`src/rtl/calc_key_sequencer_if.sv`:
```
// Key-entry and calculator bus for calc_key_sequencer.
// Ports:
//   key_valid/key_cmd/key_val/key_ready : key event handshake
//   a/b/op/result                       : operands, opcode and combinational result
//   res_out/res_valid/neg               : registered result for display logic
//   err/err_code/state_o                : error status and debug state
// slave  = sequencer side, master = environment side (keys + calculator result).
interface calc_key_sequencer_if #(
  parameter int unsigned OPW  = 4,
  parameter int unsigned RESW = 8
);
  logic            key_valid;
  logic [1:0]      key_cmd;
  logic [3:0]      key_val;
  logic            key_ready;
  logic [OPW-1:0]  a;
  logic [OPW-1:0]  b;
  logic [1:0]      op;
  logic [RESW-1:0] result;
  logic [RESW-1:0] res_out;
  logic            res_valid;
  logic            neg;
  logic            err;
  logic [1:0]      err_code;
  logic [2:0]      state_o;

  modport slave (
    input  key_valid, key_cmd, key_val, result,
    output key_ready, a, b, op, res_out, res_valid, neg, err, err_code, state_o
  );

  modport master (
    output key_valid, key_cmd, key_val, result,
    input  key_ready, a, b, op, res_out, res_valid, neg, err, err_code, state_o
  );
endinterface

```
`src/rtl/calc_key_sequencer.sv`:
```
// Sequential key front end for the 4-bit calculator: builds decimal operands A/B
// and the opcode from key events, drives the calculator and captures its result.
// Ports:
//   clk  : clock, rising edge
//   rst  : synchronous active-high reset
//   bus  : calc_key_sequencer_if.slave (key handshake, calculator a/b/op/result,
//          registered res_out/res_valid/neg, err/err_code, state_o debug)
module calc_key_sequencer #(
  parameter int unsigned OPW   = 4,
  parameter int unsigned RESW  = 8,
  parameter int unsigned RADIX = 10
) (
  input  logic                  clk,
  input  logic                  rst,
  calc_key_sequencer_if.slave   bus
);

  // Accumulator wide enough for cur*RADIX + d with cur < 2^OPW and RADIX, d <= 16.
  localparam int unsigned ACCW = OPW + 5;
  localparam logic [ACCW-1:0] ACC_MAX = ACCW'((1 << OPW) - 1);
  localparam logic [RESW-1:0] RES_MAX = RESW'((1 << OPW) - 1);
  localparam logic [4:0]      RADIX_L = 5'(RADIX);

  localparam logic [1:0] CMD_DIGIT  = 2'b00;
  localparam logic [1:0] CMD_OP     = 2'b01;
  localparam logic [1:0] CMD_EQUALS = 2'b10;
  localparam logic [1:0] CMD_CLEAR  = 2'b11;

  localparam logic [1:0] OP_SUB = 2'b01;
  localparam logic [1:0] OP_DIV = 2'b11;

  localparam logic [1:0] ERR_NONE = 2'b00;
  localparam logic [1:0] ERR_OVF  = 2'b01;
  localparam logic [1:0] ERR_DIV0 = 2'b10;

  typedef enum logic [2:0] {
    ENTER_A = 3'd0,
    ENTER_B = 3'd1,
    EVAL    = 3'd2,
    SHOW    = 3'd3,
    ERROR   = 3'd4
  } state_t;

  state_t          state;
  logic [OPW-1:0]  a_q;
  logic [OPW-1:0]  b_q;
  logic [1:0]      op_q;
  logic [RESW-1:0] res_q;
  logic            res_valid_q;
  logic            neg_q;
  logic            err_q;
  logic [1:0]      err_code_q;
  logic            key_ready_q;

  logic [OPW-1:0]  acc_cur;
  logic [ACCW-1:0] acc_next;
  logic            digit_ok;
  logic            acc_ovf;
  logic            do_clear;

  // Decimal accumulation into whichever operand is being entered.
  always_comb begin
    acc_cur  = (state == ENTER_B) ? b_q : a_q;
    acc_next = ACCW'(acc_cur) * ACCW'(RADIX) + ACCW'(bus.key_val);
    acc_ovf  = (acc_next > ACC_MAX);
    digit_ok = ({1'b0, bus.key_val} < RADIX_L);
    do_clear = bus.key_valid && (bus.key_cmd == CMD_CLEAR);
  end

  // Sequencer FSM; CLEAR shares the reset path and overrides every transition.
  always_ff @(posedge clk) begin
    if (rst || do_clear) begin
      state       <= ENTER_A;
      a_q         <= '0;
      b_q         <= '0;
      op_q        <= '0;
      res_q       <= '0;
      res_valid_q <= 1'b0;
      neg_q       <= 1'b0;
      err_q       <= 1'b0;
      err_code_q  <= ERR_NONE;
      key_ready_q <= 1'b1;
    end else begin
      res_valid_q <= 1'b0;
      case (state)
        ENTER_A: begin
          if (bus.key_valid) begin
            if (bus.key_cmd == CMD_DIGIT && digit_ok) begin
              if (acc_ovf) begin
                state      <= ERROR;
                err_q      <= 1'b1;
                err_code_q <= ERR_OVF;
              end else begin
                a_q <= OPW'(acc_next);
              end
            end else if (bus.key_cmd == CMD_OP) begin
              op_q  <= bus.key_val[1:0];
              b_q   <= '0;
              state <= ENTER_B;
            end
          end
        end

        ENTER_B: begin
          if (bus.key_valid) begin
            if (bus.key_cmd == CMD_DIGIT && digit_ok) begin
              if (acc_ovf) begin
                state      <= ERROR;
                err_q      <= 1'b1;
                err_code_q <= ERR_OVF;
              end else begin
                b_q <= OPW'(acc_next);
              end
            end else if (bus.key_cmd == CMD_OP) begin
              op_q <= bus.key_val[1:0];
            end else if (bus.key_cmd == CMD_EQUALS) begin
              // Divide by zero is caught here so the calculator never sees it.
              if (op_q == OP_DIV && b_q == '0) begin
                state      <= ERROR;
                err_q      <= 1'b1;
                err_code_q <= ERR_DIV0;
              end else begin
                state       <= EVAL;
                key_ready_q <= 1'b0;
              end
            end
          end
        end

        // Single evaluation cycle: a/b/op are stable, capture the result.
        EVAL: begin
          res_q       <= bus.result;
          neg_q       <= (op_q == OP_SUB) && (a_q < b_q);
          res_valid_q <= 1'b1;
          key_ready_q <= 1'b1;
          state       <= SHOW;
        end

        SHOW: begin
          if (bus.key_valid) begin
            if (bus.key_cmd == CMD_DIGIT && digit_ok) begin
              a_q   <= OPW'(bus.key_val);
              b_q   <= '0;
              state <= ENTER_A;
            end else if (bus.key_cmd == CMD_OP) begin
              // Chaining only when the previous result fits an operand.
              if (res_q <= RES_MAX && !neg_q) begin
                a_q   <= OPW'(res_q);
                op_q  <= bus.key_val[1:0];
                b_q   <= '0;
                state <= ENTER_B;
              end else begin
                state      <= ERROR;
                err_q      <= 1'b1;
                err_code_q <= ERR_OVF;
              end
            end
          end
        end

        ERROR: begin
          err_q <= 1'b1;
        end

        default: begin
          state <= ENTER_A;
        end
      endcase
    end
  end

  assign bus.a         = a_q;
  assign bus.b         = b_q;
  assign bus.op        = op_q;
  assign bus.res_out   = res_q;
  assign bus.res_valid = res_valid_q;
  assign bus.neg       = neg_q;
  assign bus.err       = err_q;
  assign bus.err_code  = err_code_q;
  assign bus.key_ready = key_ready_q;
  assign bus.state_o   = state;

endmodule

```
`src/flat_wrapper.sv`:
```
// flat-port wrapper written by rule: the top's interface ports become plain ports
module calc_key_sequencer_flat 
#(
  parameter int unsigned OPW   = 4,
  parameter int unsigned RESW  = 8,
  parameter int unsigned RADIX = 10
)
  (clk, rst, bus_key_valid, bus_key_cmd, bus_key_val, bus_result, bus_key_ready, bus_a, bus_b, bus_op, bus_res_out, bus_res_valid, bus_neg, bus_err, bus_err_code, bus_state_o);
  calc_key_sequencer_if #(.OPW(OPW), .RESW(RESW)) bus_i ();
  input  logic clk;
  input  logic rst;
  input wire logic [$bits(bus_i.key_valid)-1:0] bus_key_valid;
  input wire logic [$bits(bus_i.key_cmd)-1:0] bus_key_cmd;
  input wire logic [$bits(bus_i.key_val)-1:0] bus_key_val;
  input wire logic [$bits(bus_i.result)-1:0] bus_result;
  output wire logic [$bits(bus_i.key_ready)-1:0] bus_key_ready;
  output wire logic [$bits(bus_i.a)-1:0] bus_a;
  output wire logic [$bits(bus_i.b)-1:0] bus_b;
  output wire logic [$bits(bus_i.op)-1:0] bus_op;
  output wire logic [$bits(bus_i.res_out)-1:0] bus_res_out;
  output wire logic [$bits(bus_i.res_valid)-1:0] bus_res_valid;
  output wire logic [$bits(bus_i.neg)-1:0] bus_neg;
  output wire logic [$bits(bus_i.err)-1:0] bus_err;
  output wire logic [$bits(bus_i.err_code)-1:0] bus_err_code;
  output wire logic [$bits(bus_i.state_o)-1:0] bus_state_o;
  assign bus_i.key_valid = bus_key_valid;
  assign bus_i.key_cmd = bus_key_cmd;
  assign bus_i.key_val = bus_key_val;
  assign bus_i.result = bus_result;
  assign bus_key_ready = bus_i.key_ready;
  assign bus_a = bus_i.a;
  assign bus_b = bus_i.b;
  assign bus_op = bus_i.op;
  assign bus_res_out = bus_i.res_out;
  assign bus_res_valid = bus_i.res_valid;
  assign bus_neg = bus_i.neg;
  assign bus_err = bus_i.err;
  assign bus_err_code = bus_i.err_code;
  assign bus_state_o = bus_i.state_o;
  calc_key_sequencer #(.OPW(OPW), .RESW(RESW), .RADIX(RADIX)) u_core (.clk(clk), .rst(rst), .bus(bus_i));
endmodule
```
`config.mk`:
```
export PLATFORM = sky130hd
export DESIGN_NAME = calc_key_sequencer_flat
export DESIGN_NICKNAME = d
export VERILOG_FILES = /design/src/rtl/calc_key_sequencer_if.sv /design/src/rtl/calc_key_sequencer.sv /design/src/flat_wrapper.sv
export SDC_FILE = /design/constraint.sdc
export NUM_CORES = 1
export LEC_CHECK = 0
export CORE_MARGIN = 2
export CORE_UTILIZATION = 45
export CTS_CLUSTER_SIZE = 40
export DETAILED_ROUTE_END_ITERATION = 8
export GPL_TIMING_DRIVEN = 0
export PLACE_DENSITY_LB_ADDON = 0.15
export SLEW_MARGIN = 20
export SYNTH_ARGS = -nofsm -noshare
export SYNTH_HDL_FRONTEND = slang
export SYNTH_SLANG_ARGS = --single-unit
export TNS_END_PERCENT = 10
```
`constraint.sdc`:
```
create_clock -name clk -period 3.3 [get_ports clk]
set_input_delay 0.33 -clock clk [delete_from_list [all_inputs] [get_ports clk]]
set_output_delay 0.33 -clock clk [all_outputs]
set_load 0.05 [all_outputs]
```
# Word level (Yosys, flattened, before mapping)

Cells that the tools add are included.

Bits in registers: 27

Reduce and logical (&&, ||, !) cells: 23
Equal/unequal tests: 35
Multiply operators: 1
$add $sub $neg: 1
Bitwise operators: 1
Magnitude comparators: 4
Mux-type cells: 72

Operator list:

| cell                                                                             | count |
|---|---|
| 4-bit 2-to-1 mux                                                                 | 15 |
| 3-bit 2-to-1 mux                                                                 | 13 |
| 2-bit 2-to-1 mux                                                                 | 19 |
| 2-bit inequality test, second input constant                                     | 14 |
| 11-bit AND reduction                                                             | 2 |
| 1-bit 2-to-1 mux                                                                 | 18 |
| 8-bit AND reduction                                                              | 2 |
| 3-bit case mux with 5 select lines                                               | 1 |
| 2-bit by 1-bit inequality test with 1-bit output, second input constant          | 6 |
| 4-bit case mux with 3 select lines                                               | 1 |
| 10-bit AND reduction                                                             | 1 |
| 8-bit by 4-bit adder with 9-bit output                                           | 1 |
| 9-bit by 4-bit greater-than comparator with 1-bit output, second input constant  | 1 |
| 3-bit by 1-bit inequality test with 1-bit output, second input constant          | 3 |
| 3-bit inequality test, second input constant                                     | 3 |
| 8-bit by 4-bit less-or-equal comparator with 1-bit output, second input constant | 1 |
| 4-bit case mux with 2 select lines                                               | 1 |
| 4-bit by 3-bit multiplier with 7-bit output, second input constant               | 1 |
| 7-bit AND reduction                                                              | 1 |
| 2-bit == test, second input constant                                             | 3 |
| 3-bit by 2-bit == test with 1-bit output, second input constant                  | 2 |
| 2-bit case mux with 3 select lines                                               | 1 |
| 6-bit AND reduction                                                              | 1 |
| 2-bit nonzero test                                                               | 3 |
| other kinds (18)                                                                 | 23 |

# Logic depth before layout (Yosys ltp)

Word-level depth: 9
Gate-level depth with buffers: 15
Gate-level depth less buffers: 13

# Least setup slack after synthesis

OpenSTA, ideal clock, no wires.

Path kind: register to register
Start point: reg u_core.state[0] (netlist: u_core.bus.state_o[0])
End point: reg u_core.a_q[0] (netlist: u_core.bus.a[0])
Data required time: 3.175 ns
Arrival time: 3.686 ns
Cell stages (with the launch flop): 15
Setup time: 0.125 ns
Buffers on the path: 1
Period minus slack after synthesis: 3.811 ns
Path slack: -0.511 ns
Cell sequence: dfxtp_1 -> or3b_1 -> buf_2 -> nand2_1 -> o21ai_0 -> ha_1 -> ha_1 -> inv_1 -> fa_1 -> inv_1 -> a2111o_1 -> a211o_1 -> o21a_1 -> a2111oi_2 -> nor3_1

Longest elaborated chain between the ends: 7
Elaborated cells on any way between the ends: 16
Classes of those cells: add/sub (1); mul (1); order compare (1); eq/ne (8); mux (2); reduce/logical (3)

RTL lines:

| what                                                     | RTL line                  | source |
|---|---|---|
| from (decl)                                              | calc_key_sequencer.sv:44  | `state_t state;` |
| from (signal assigned)                                   | calc_key_sequencer.sv:73  | `state <= ENTER_A;` |
| from (signal assigned)                                   | calc_key_sequencer.sv:90  | `state <= ERROR;` |
| from (signal assigned)                                   | calc_key_sequencer.sv:99  | `state <= ENTER_B;` |
| 3-bit by 1-bit == test with 1-bit output                 | calc_key_sequencer.sv:63  | `acc_cur = (state == ENTER_B) ? b_q : a_q;` |
| 4-bit 2-to-1 mux                                         | calc_key_sequencer.sv:63  |  |
| 4-bit by 3-bit multiplier with 7-bit output              | calc_key_sequencer.sv:64  | `acc_next = ACCW'(acc_cur) * ACCW'(RADIX) + ACCW'(bus.key_val);` |
| 8-bit by 4-bit adder with 9-bit output                   | calc_key_sequencer.sv:64  |  |
| 9-bit by 4-bit greater-than comparator with 1-bit output | calc_key_sequencer.sv:65  | `acc_ovf = (acc_next > ACC_MAX);` |
| 2-bit inequality test (no line)                          | n/a                       |  |
| 7-bit AND reduction (no line)                            | n/a                       |  |
| to (signal assigned)                                     | calc_key_sequencer.sv:94  | `a_q <= OPW'(acc_next);` |
| to (signal assigned)                                     | calc_key_sequencer.sv:142 | `a_q <= OPW'(bus.key_val);` |
| to (signal assigned)                                     | calc_key_sequencer.sv:148 | `a_q <= OPW'(res_q);` |
| to (decl)                                                | calc_key_sequencer.sv:45  | `logic [OPW-1:0] a_q;` |

Parallel ways exist; a longest one is shown, timed or not.
A chain may end at the register's enable or synchronous reset.

# Final worst setup path

Start point: reg u_core.state[1] (netlist: u_core.bus.state_o[1])
End point: reg u_core.a_q[0] (netlist: u_core.bus.a[0])

Same word-level chain as after synthesis.

==> flow_summary.toml <==
[logic_synthesis]
avgSynthCellArea_um2 = 7.828
yosys.cell_types.count = 53
synth_area_leaders = "dfxtp_1 (30%), nand2_1 (7.1%), ha_1 (6.9%)"
ys_warn_count = 0
syn-cell-area_mm2 = 0.001800
synth_seq_cells = 27
yosysTopAreaCell = "dfxtp_1"
syn_nets = 259
netlist.area_leader.share_pct = 30.02
synth_edf_count = 0
seq_area_frac_synth_pct = 30.02
async_reset_ff_share_pct = 0
ys_top_cells_by_count = "nand2_1 (34), dfxtp_1 (27), a21oi_1 (21)"
ys.flop_type = "dfxtp_1"
synth_cells = 230
synth_most_common_cell = "nand2_1"

[floorplanning]
dieWidth_um = 67.26
rows = 22
coreArea_mm2 = 0.003744
die_area_mm2 = 0.004523
dieHeight_um = 67.26
ios = 44
start_util_pct = 48.09

[worst_setup_path]
arrival_ps = 3700
worst_setup_path_start_kind = "flip-flop"
required_ps = 3460
worstSetupPathType = "reg -> reg"
endpoint_kind = "flip-flop"
cp_max_fo = 6
rrSetupSlack_ps = -240

[power_and_ir_drop]
total_power_uw = 845.0
p_leak_nw = 0.9122
power_density_mw_per_mm2 = 329.4
vdd.ir_drop.worst_uv = 353.3

[placed_design]
io_buffers = 42
dp.cells = 320
routabilityCongestion = 0.9229
dp.final_hpwl_um = 3870
postPlaceCellArea_mm2 = 0.002296
pre_cts_slack_ps = -383.7

[grt]
antenna_found_initial = 0
grt_pass1_vias = 1761
track_usage_pct = 25.92
grt_pass1_wl_um = 8921
grt-ovfl-total = 0
grt_max_degree = 15

[detailed_routing]
wl_per_cell_um = 16.98
dr.pass1.iters = 5
drt_iter0_markers = 121
ant_nets = 0
vias = 2033
drc = 0
wl_um = 5705
vias_per_cell = 6.051

[layout]
antenna-diode-count = 0
seqCellArea_um2 = 551.8
synthToLayoutAreaGrowth_pct = 42.46
nets = 318
fillers = 319
postLayoutCellArea_mm2 = 0.002565
drive_above_1_share_pct = 16.67
multi_input_area_mm2 = 0.001300
fin_cells = 336

[clocking]
clk_path_buf_depth = 2
htree_levels = 1
clk_latency_ps = 270
path_clk_slew_ps = 90
cts_made_buffers = 3
root_buffer = "clkbuf_8"
cts_num_sinks = 27
cts_tree = "done"

[sta]
rsz0062_at_grt = "true"
max_slew_margin_pct = 47.20
slew_viol_final = 0
min_period_ps = 3535
period_share_pct = 107.1
fin_ws_ps = -235.0
worst_pin_slew_ps = 789.1
fin_skew_ps = 2.979
fmax_mhz = 282.9
hold_violations = 0
setup_viol = 9

[min_path]
worstHoldPathType = "reg -> reg"

[status]
status = "complete, but fails checks"
violations = "negative setup slack"

[flow_run]
cap_violations = 0
metrics by stage:
| step | hold slack [ps] | utilization, % | TNS, ps |
|---|---|---|---|
| detailed placement | 453.9 | 61.33 | -2926 |
| finish | 462.7 | 68.52 | -1120 |
| global route | 499.3 | 68.52 | -1951 |
| floorplan | 463.3 | - | -495.8 |
| CTS | 467.1 | 64.87 | -1199 |
| global placement | 450.3 | 61.33 | -2228 |
report_power, final:
part / total (mW) / leakage [nW] / internal, mW / switching, mW
clock: 0.192 / 0.0228 / 0.0866 / 0.106
combinational: 0.305 / 0.669 / 0.119 / 0.186
sequential: 0.348 / 0.220 / 0.338 / 0.0104
total: 0.845 / 0.912 / 0.543 / 0.302
layout by cell type (no fill, tap or decap), types with 3 or more instances in the layout:
| cell | count |
|---|---|
| a21oi_1 | 21 |
| a31oi_1 | 3 |
| buf_4 | 13 |
| clkbuf_1 | 10 |
| clkbuf_8 | 3 |
| clkdlybuf4s50_1 | 42 |
| dfxtp_1 | 24 |
| dfxtp_4 | 3 |
| ha_1 | 8 |
| inv_1 | 10 |
| mux2i_1 | 4 |
| nand2_1 | 33 |
| nand2b_1 | 5 |
| nand3_1 | 9 |
| nor2_1 | 13 |
| nor3_1 | 5 |
| o2111ai_1 | 3 |
| o21a_1 | 3 |
| o21ai_0 | 14 |
| o21ai_2 | 7 |
| o22ai_1 | 3 |
| or2_2 | 3 |
logic make-up after synthesis:
logic type	synth area share (%)
buffers and inverters	5.281
AND/OR/NAND/NOR	24.67
XOR/XNOR	0.4865
AO/OA/AOI/OAI	25.64
multiplexers	4.725
flip-flops	30.02
adder cells (fa/ha/maj)	9.173
final timing paths:
| check | start | end | depth (start not counted) |
|---|---|---|---|
| max | u_core.bus.state_o[1] | u_core.bus.a[0] | 15 |
| min | u_core.bus.err_code[1] | u_core.bus.err_code[1] | 2 |
| max reg2reg | u_core.bus.state_o[1] | u_core.bus.a[0] | 15 |
| min reg2reg | u_core.bus.err_code[1] | u_core.bus.err_code[1] | 2 |
routing by layer:
| metal | vias up | track usage, % | part of all wire, % |
|---|---|---|---|
| met1 | 942 | 38.15 | 45 |
| met5 | - | 0 | 0 |
| met2 | 121 | 38.99 | 45 |
| met4 | 0 | 7.653 | 1.6 |
| met3 | 10 | 3.833 | 8.5 |
| li1 | 960 | - | - |
area by class of cell:
type | instances | share of cell area (%)
Buffer | 10 | 1.756
Clock buffer | 4 | 1.756
Inverter | 12 | 1.756
Multi-Input combinational cell | 180 | 50.68
Sequential cell | 27 | 21.51
Tap cell | 48 | 2.341
Timing Repair Buffer | 55 | 20.20
critical path, stage by stage, from the launching register on:
cell and delay (ps):
dfxtp_4 360, or3b_4 390, buf_6 150, mux2i_4 170
inv_2 60, ha_4 270, ha_4 130, inv_2 30
fa_1 530, inv_1 60, a2111o_1 360, a211o_1 350
o21a_1 210, buf_4 150, a2111oi_4 170, nor3_1 70
registers in the layout, indices dropped and copies added, names as in the netlist, 2 cells and up:
register / count
u_core.bus.op: 2
u_core.bus.b: 4
u_core.bus.a: 4
u_core.bus.state_o: 3
u_core.bus.res_out: 8
u_core.bus.err_code: 2
repair_timing:
action                                  4_1_cts  5_1_grt
hold buffers                                  0        0
pin swaps                                    16       12
resized for setup                            14       18
buffers inserted                              9        4
endpoints found under the setup margin       13       13
Power figures use the tool's default switching activity.
